--- src/rtl/spot_bank_scheduler_if.sv ---
// -----------------------------------------------------------------------------
// spot_bank_scheduler_if
// Purpose : ROI output stream between the spot bank scheduler and its
//           downstream consumer. One 40-bit ROI word is transferred on every
//           cycle where roi_valid and roi_ready are both high.
// Signals : roi_valid  scheduler -> consumer   word on roi_data is valid
//           roi_ready  consumer  -> scheduler  consumer accepts the word
//           roi_data   scheduler -> consumer   {x_start,y_start,x_end,y_end}
//           roi_last   scheduler -> consumer   final ROI of the frame
// Modports: master = scheduler side, slave = consumer side.
// -----------------------------------------------------------------------------
interface spot_bank_scheduler_if;
   logic        roi_valid;
   logic        roi_ready;
   logic [39:0] roi_data;
   logic        roi_last;

   modport master (
      output roi_valid,
      output roi_data,
      output roi_last,
      input  roi_ready
   );

   modport slave (
      input  roi_valid,
      input  roi_data,
      input  roi_last,
      output roi_ready
   );
endinterface

--- src/rtl/spot_bank_scheduler.sv ---
// -----------------------------------------------------------------------------
// spot_bank_scheduler
// Purpose : Runs the spot finder over a ping-pong pair of image BRAM banks.
//           The capture side fills wr_bank while the finder analyses rd_bank.
//           A frame_done seen in IDLE swaps the banks, bumps frame_id and
//           pulses image_saved; completion is the rising edge of
//           analysis_rdy. The resulting ROIs (clamped to ROI_MAX) are then
//           streamed one 40-bit word per valid/ready handshake.
// Ports   : clk_in, reset_n (async, active low)
//           frame_done      capture finished an image in wr_bank (pulse)
//           wr_bank/rd_bank bank selects, always complementary
//           image_saved     start pulse to the spot finder
//           analysis_rdy    finder done level; num_rois = ROI count
//           roi_idx         external ROI mux select; roi_data_in = mux output
//           roi_if          ROI stream (master modport)
//           frame_id        frame counter, +1 per started analysis, wraps
//           frame_empty     pulse when an analysed frame had no ROIs
//           frames_dropped  saturating count of frame_done seen while busy
//           busy            FSM not idle
//           timeout_err     sticky analysis watchdog flag
// Option  : define SPOT_TIMEOUT_EN to enable the WAIT-state watchdog of
//           TIMEOUT_CYCLES clocks; otherwise timeout_err is tied low.
// -----------------------------------------------------------------------------
module spot_bank_scheduler #(
   parameter int unsigned ROI_MAX        = 10,
   parameter int unsigned TIMEOUT_CYCLES = 1000000,
   parameter int unsigned ID_W           = 8
) (
   input  logic                  clk_in,
   input  logic                  reset_n,
   input  logic                  frame_done,
   output logic                  wr_bank,
   output logic                  rd_bank,
   output logic                  image_saved,
   input  logic                  analysis_rdy,
   input  logic [7:0]            num_rois,
   output logic [7:0]            roi_idx,
   input  logic [39:0]           roi_data_in,
   spot_bank_scheduler_if.master roi_if,
   output logic [ID_W-1:0]       frame_id,
   output logic                  frame_empty,
   output logic [15:0]           frames_dropped,
   output logic                  busy,
   output logic                  timeout_err
);

   typedef enum logic [1:0] {
      ST_IDLE,
      ST_WAIT,
      ST_LOAD,
      ST_SEND
   } state_t;

   localparam logic [7:0] ROI_MAX_C = 8'(ROI_MAX);

   state_t          state_q, state_d;
   logic            wr_bank_q, wr_bank_d;
   logic            image_saved_q, image_saved_d;
   logic            rdy_q, rdy_d;
   logic [7:0]      n_q, n_d;
   logic [7:0]      roi_idx_q, roi_idx_d;
   logic [39:0]     roi_data_q, roi_data_d;
   logic            roi_valid_q, roi_valid_d;
   logic            roi_last_q, roi_last_d;
   logic [ID_W-1:0] frame_id_q, frame_id_d;
   logic            frame_empty_q, frame_empty_d;
   logic [15:0]     frames_dropped_q, frames_dropped_d;
   logic [7:0]      n_clamped;
   logic            rdy_rise;

`ifdef SPOT_TIMEOUT_EN
   logic [31:0]     wd_cnt_q, wd_cnt_d;
   logic            timeout_err_q, timeout_err_d;
`endif

   assign n_clamped = (num_rois > ROI_MAX_C) ? ROI_MAX_C : num_rois;

   // The cycle in which image_saved is high is masked: the finder only clears
   // its done level in response to image_saved, so a level still high from
   // the previous frame is loaded into rdy_q here and can never look like a
   // fresh rising edge. A real completion must fall and rise again.
   assign rdy_rise = analysis_rdy && !rdy_q && !image_saved_q;

   always_comb begin
      state_d          = state_q;
      wr_bank_d        = wr_bank_q;
      image_saved_d    = 1'b0;
      rdy_d            = rdy_q;
      n_d              = n_q;
      roi_idx_d        = roi_idx_q;
      roi_data_d       = roi_data_q;
      roi_valid_d      = roi_valid_q;
      roi_last_d       = roi_last_q;
      frame_id_d       = frame_id_q;
      frame_empty_d    = 1'b0;
      frames_dropped_d = frames_dropped_q;
`ifdef SPOT_TIMEOUT_EN
      wd_cnt_d         = wd_cnt_q;
      timeout_err_d    = timeout_err_q;
`endif

      // Any frame_done outside IDLE is lost, including one arriving on the
      // cycle the FSM is heading back to IDLE.
      if (frame_done && (state_q != ST_IDLE) && (frames_dropped_q != 16'hFFFF)) begin
         frames_dropped_d = frames_dropped_q + 16'd1;
      end

      case (state_q)
         ST_IDLE: begin
            if (frame_done) begin
               wr_bank_d     = ~wr_bank_q;
               frame_id_d    = frame_id_q + ID_W'(1);
               image_saved_d = 1'b1;
               rdy_d         = 1'b0;
`ifdef SPOT_TIMEOUT_EN
               wd_cnt_d      = 32'd0;
`endif
               state_d       = ST_WAIT;
            end
         end

         ST_WAIT: begin
            rdy_d = analysis_rdy;
            if (rdy_rise) begin
               n_d       = n_clamped;
               roi_idx_d = 8'd0;
               if (n_clamped == 8'd0) begin
                  frame_empty_d = 1'b1;
                  state_d       = ST_IDLE;
               end else begin
                  state_d = ST_LOAD;
               end
            end
`ifdef SPOT_TIMEOUT_EN
            else if (wd_cnt_q == 32'(TIMEOUT_CYCLES - 1)) begin
               timeout_err_d = 1'b1;
               state_d       = ST_IDLE;
            end else begin
               wd_cnt_d = wd_cnt_q + 32'd1;
            end
`endif
         end

         // roi_idx changed on the previous edge; this cycle lets the external
         // mux settle before the word is captured.
         ST_LOAD: begin
            roi_data_d  = roi_data_in;
            roi_valid_d = 1'b1;
            roi_last_d  = (roi_idx_q == (n_q - 8'd1));
            state_d     = ST_SEND;
         end

         ST_SEND: begin
            if (roi_valid_q && roi_if.roi_ready) begin
               roi_valid_d = 1'b0;
               if (roi_last_q) begin
                  state_d = ST_IDLE;
               end else begin
                  roi_idx_d = roi_idx_q + 8'd1;
                  state_d   = ST_LOAD;
               end
            end
         end

         default: begin
            state_d = ST_IDLE;
         end
      endcase
   end

   always_ff @(posedge clk_in or negedge reset_n) begin
      if (!reset_n) begin
         state_q          <= ST_IDLE;
         wr_bank_q        <= 1'b0;
         image_saved_q    <= 1'b0;
         rdy_q            <= 1'b0;
         n_q              <= 8'd0;
         roi_idx_q        <= 8'd0;
         roi_data_q       <= 40'd0;
         roi_valid_q      <= 1'b0;
         roi_last_q       <= 1'b0;
         frame_id_q       <= '0;
         frame_empty_q    <= 1'b0;
         frames_dropped_q <= 16'd0;
      end else begin
         state_q          <= state_d;
         wr_bank_q        <= wr_bank_d;
         image_saved_q    <= image_saved_d;
         rdy_q            <= rdy_d;
         n_q              <= n_d;
         roi_idx_q        <= roi_idx_d;
         roi_data_q       <= roi_data_d;
         roi_valid_q      <= roi_valid_d;
         roi_last_q       <= roi_last_d;
         frame_id_q       <= frame_id_d;
         frame_empty_q    <= frame_empty_d;
         frames_dropped_q <= frames_dropped_d;
      end
   end

`ifdef SPOT_TIMEOUT_EN
   always_ff @(posedge clk_in or negedge reset_n) begin
      if (!reset_n) begin
         wd_cnt_q      <= 32'd0;
         timeout_err_q <= 1'b0;
      end else begin
         wd_cnt_q      <= wd_cnt_d;
         timeout_err_q <= timeout_err_d;
      end
   end

   assign timeout_err = timeout_err_q;
`else
   assign timeout_err = 1'b0;
`endif

   // rd_bank is derived so the two bank selects can never coincide.
   assign wr_bank          = wr_bank_q;
   assign rd_bank          = ~wr_bank_q;
   assign image_saved      = image_saved_q;
   assign roi_idx          = roi_idx_q;
   assign roi_if.roi_valid = roi_valid_q;
   assign roi_if.roi_data  = roi_data_q;
   assign roi_if.roi_last  = roi_last_q;
   assign frame_id         = frame_id_q;
   assign frame_empty      = frame_empty_q;
   assign frames_dropped   = frames_dropped_q;
   assign busy             = (state_q != ST_IDLE);

endmodule

--- src/flat_wrapper.sv ---
// flat-port wrapper written by rule: the top's interface ports become plain ports
module spot_bank_scheduler_flat 
#(
   parameter int unsigned ROI_MAX        = 10,
   parameter int unsigned TIMEOUT_CYCLES = 1000000,
   parameter int unsigned ID_W           = 8
)
  (clk_in, reset_n, frame_done, wr_bank, rd_bank, image_saved, analysis_rdy, num_rois, roi_idx, roi_data_in, frame_id, frame_empty, frames_dropped, busy, timeout_err, roi_if_roi_valid, roi_if_roi_data, roi_if_roi_last, roi_if_roi_ready);
  spot_bank_scheduler_if roi_if_i ();
  input  logic clk_in;
  input  logic reset_n;
  input  logic frame_done;
  output logic wr_bank;
  output logic rd_bank;
  output logic image_saved;
  input  logic analysis_rdy;
  input  logic [7:0] num_rois;
  output logic [7:0] roi_idx;
  input  logic [39:0] roi_data_in;
  output logic [ID_W-1:0] frame_id;
  output logic frame_empty;
  output logic [15:0] frames_dropped;
  output logic busy;
  output logic timeout_err;
  output wire logic [$bits(roi_if_i.roi_valid)-1:0] roi_if_roi_valid;
  output wire logic [$bits(roi_if_i.roi_data)-1:0] roi_if_roi_data;
  output wire logic [$bits(roi_if_i.roi_last)-1:0] roi_if_roi_last;
  input wire logic [$bits(roi_if_i.roi_ready)-1:0] roi_if_roi_ready;
  assign roi_if_roi_valid = roi_if_i.roi_valid;
  assign roi_if_roi_data = roi_if_i.roi_data;
  assign roi_if_roi_last = roi_if_i.roi_last;
  assign roi_if_i.roi_ready = roi_if_roi_ready;
  spot_bank_scheduler #(.ROI_MAX(ROI_MAX), .TIMEOUT_CYCLES(TIMEOUT_CYCLES), .ID_W(ID_W)) u_core (.clk_in(clk_in), .reset_n(reset_n), .frame_done(frame_done), .wr_bank(wr_bank), .rd_bank(rd_bank), .image_saved(image_saved), .analysis_rdy(analysis_rdy), .num_rois(num_rois), .roi_idx(roi_idx), .roi_data_in(roi_data_in), .roi_if(roi_if_i), .frame_id(frame_id), .frame_empty(frame_empty), .frames_dropped(frames_dropped), .busy(busy), .timeout_err(timeout_err));
endmodule
--- config.mk ---
export PLATFORM = sky130hd
export DESIGN_NAME = spot_bank_scheduler_flat
export DESIGN_NICKNAME = d
export VERILOG_FILES = /design/src/rtl/spot_bank_scheduler_if.sv /design/src/rtl/spot_bank_scheduler.sv /design/src/flat_wrapper.sv
export SDC_FILE = /design/constraint.sdc
export NUM_CORES = 1
export LEC_CHECK = 0
export CAP_MARGIN = 20
export CORE_ASPECT_RATIO = 1.75
export CORE_MARGIN = 1.5
export CORE_UTILIZATION = 47
export CTS_BUF_LIST = sky130_fd_sc_hd__clkbuf_8
export DETAILED_ROUTE_END_ITERATION = 8
export HOLD_SLACK_MARGIN = 0.03
export PLACE_DENSITY_LB_ADDON = 0.25
export REMOVE_ABC_BUFFERS = 1
export SLEW_MARGIN = 25
export SYNTH_ARGS = -nofsm -noshare
export SYNTH_HDL_FRONTEND = slang
export SYNTH_SLANG_ARGS = --single-unit
--- constraint.sdc ---
create_clock -name clk_in -period 2.2 [get_ports clk_in]
set_input_delay 0.33 -clock clk_in [delete_from_list [all_inputs] [get_ports clk_in]]
set_output_delay 0.33 -clock clk_in [all_outputs]
set_load 0.05 [all_outputs]
==> impl_metrics.ini <==
[clocking]
clockBufferDepth = 2
cts.repair.resized = 0
cts_max_level = 3
postCtsSetupBuffers = 0
cts_hold_buffers = 1
clk_pin_slew_ns = 0.08
cts.sinks = 88
clock_latency_ns = 0.36
cts_buffers = 9
cts_tree = yes
cts-root-buf = clkbuf_8

[finish]
area_growth_pct = 40.1
final_cell_mix = clkdlybuf4s50_1 (129), dfrtp_1 (88), mux2_2 (42)
fin_util = 0.674
multiInputGateArea_mm2 = 0.00165
layout_commonest_cell = clkdlybuf4s50_1
num-nets-final = 511
register_area_mm2 = 0.00220
fillers = 652
finalInstanceArea_mm2 = 0.00553
antenna_cells = 0
drive_gt1_frac = 0.173

[drt]
dr.pass1.iters = 4
drc = 0
dr.first_iter.drc_count = 173
num_vias = 2916
via_per_inst = 5.31
ant_nets = 0
drt-total-wl_mm = 9.03
wl_per_cell_um = 16.4

[worst_setup_path]
crit_type = reg2out
rr_endpoint = u_core.frames_dropped[14]$_DFFE_PN0P_
timing.rr.start = u_core.state_q[0]$_DFFE_PN0P_
crit_path_max_fanout = 8
arrival_ns = 1.71
r2r_cells = 5
critPathLaunch = u_core.roi_idx[5]$_DFFE_PN0P_
cp_data_required_time_ns = 1.87
path_depth = 1
crit_path_max_incr_delay_ns = 0.86
crit_slowest_cell = clkdlybuf4s50_1
endpoint = roi_idx[5]
crit_chain = clkdlybuf4s50_1
critPathLaunchType = flop
end_kind = primary output
cp_num_buf_inv = 1
cp_top_family = buffers and inverters
r2r_setup_slack_ns = 0.41

[synthesis]
ys_seq_elements = 88
syn_area_mm2 = 0.00395
syn_inst = 318
synth_warnings = 0
synthArstFlopShare = 1.00
ys.flop_type = dfrtp_1
syn_avg_cell_area_um2 = 12.4
synth_cell_types = 50
netlist.area_leader.share = 0.558
synth_top_cell_by_area = dfrtp_1
synth_area_leaders = dfrtp_1 (56%), mux2_2 (12%), xnor2_1 (6.2%), nand4_1 (1.7%), nand2_1 (1.7%)
ys_seq_area_frac = 0.558
synth_edf_count = 0

[die]
pin_count = 133
core_mm2 = 0.00820
dieWidth_um = 72.3
die_area_mm2 = 0.00898
dieHeight_um = 124
fp-row-count = 44
start_util = 0.481

[global_routing]
grt_max_degree = 43
grt_pass1_vias = 3066
antenna_found_initial = 0
overflow = 0
grt_usage = 0.216
grt_pass1_wl_mm = 14.8

[sta]
finalCriticalPeriod_ns = 2.04
maxSlewHeadroom = 0.632
hold_viol = 0
fin_crit_sh = 0.926
finalClockSkew_ns = 0.00579
setup_viol = 0
slew_viol_final = 0
tightest_slew_ns = 0.550
max_freq_mhz = 491
rsz0062_at_grt = no

[min_path]
hold_class = in2async

[pwr]
p_leak_nw = 2.32
p_per_area_mw_per_mm2 = 1460
vdd_ir_drop_max_mv = 1.18

[placed_design]
dpl_cell_area_mm2 = 0.00537
placement.io_buffers = 131
place_congestion = 0.840
hpwl_mm = 6.92

[run_status]
status = finished clean

[job]
drv_cap = 0
[flip-flops by register name, indices dropped and copies added (netlist names)]
| name | flops |
|---|---|
| u_core.frame_empty | 1 |
| u_core.frame_id | 8 |
| u_core.state_q | 2 |
| u_core.roi_if.roi_data | 40 |
| u_core.roi_if.roi_last | 1 |
| u_core.roi_idx | 8 |
| u_core.n_q | 8 |
| u_core.frames_dropped | 16 |
| u_core.rdy_q | 1 |
| u_core.roi_if.roi_valid | 1 |
| u_core.wr_bank | 1 |
| u_core.image_saved | 1 |
[where the power goes]
part	switching (mW)	internal, mW	total, mW
combinational	2.77	1.74	4.51
clock	0.519	0.415	0.934
sequential	0.456	2.19	2.65
[worst min path at each step]
| stage | startpoint | end | slack [ns] |
|---|---|---|---|
| 3_3_place_gp | reset_n | u_core.roi_if.roi_data[1]$_DFFE_PN0P_ | 0.27 |
| 4_1_cts | reset_n | u_core.roi_if.roi_data[1]$_DFFE_PN0P_ | 0.43 |
| 5_1_grt | reset_n | u_core.roi_if.roi_data[16]$_DFFE_PN0P_ | 0.46 |
| 6_report | reset_n | u_core.roi_if.roi_data[1]$_DFFE_PN0P_ | 0.43 |
| 3_5_place_dp | reset_n | u_core.roi_if.roi_data[1]$_DFFE_PN0P_ | 0.27 |
| 2_1_floorplan | reset_n | u_core.frame_empty$_DFF_PN0_ | 0.03 |
[synth_stat cells (all sizes together), types with 4 or more instances]
| cell | instances |
|---|---|
| and3 | 6 |
| nor4 | 4 |
| nor3 | 6 |
| xor2 | 7 |
| and2 | 6 |
| nand2 | 18 |
| nand3 | 13 |
| dfrtp | 88 |
| nor2 | 18 |
| ha | 4 |
| clkbuf | 5 |
| buf | 10 |
| nand4 | 11 |
| xnor2 | 28 |
| inv | 6 |
| mux2 | 43 |
| o21ai | 10 |
[cell families after synthesis]
kind of cell	share of synthesized area
adder cells (fa/ha/maj)	0.0127
XOR/XNOR	0.0777
multiplexers	0.128
AND/OR/NAND/NOR	0.152
flip-flops	0.558
AO/OA/AOI/OAI	0.0450
buffers and inverters	0.0263
other	0.000950
[metal layers]
metal  share of wire  track usage
met3           0.033       0.0390
met2            0.56        0.380
met1            0.37        0.235
met4           0.038        0.122
met5               0            0
[stage by stage]
step | hold slack [ns] | TNS, ns | power [mW] | worst slack [ns] | cells
after floorplan | 0.0344 | -31.34 | 5.63 | -0.929 | 303
after global placement | 0.265 | 0 | 7.13 | 0.176 | 534
after detailed placement | 0.266 | 0 | 7.22 | 0.167 | 534
after CTS | 0.430 | 0 | 8.18 | 0.149 | 549
after global routing | 0.458 | 0 | 8.49 | 0.110 | 549
final | 0.429 | 0 | 8.10 | 0.163 | 549
[final cells by class]
cell class,count,area share
well taps,92,0.0208
clock inverters,4,0.00294
repair buffers,140,0.251
multi-input cells,209,0.298
clock buffers,10,0.0249
inverters,6,0.00407
flip-flops and latches,88,0.398
No activity file was read; power rests on OpenSTA's default activity.
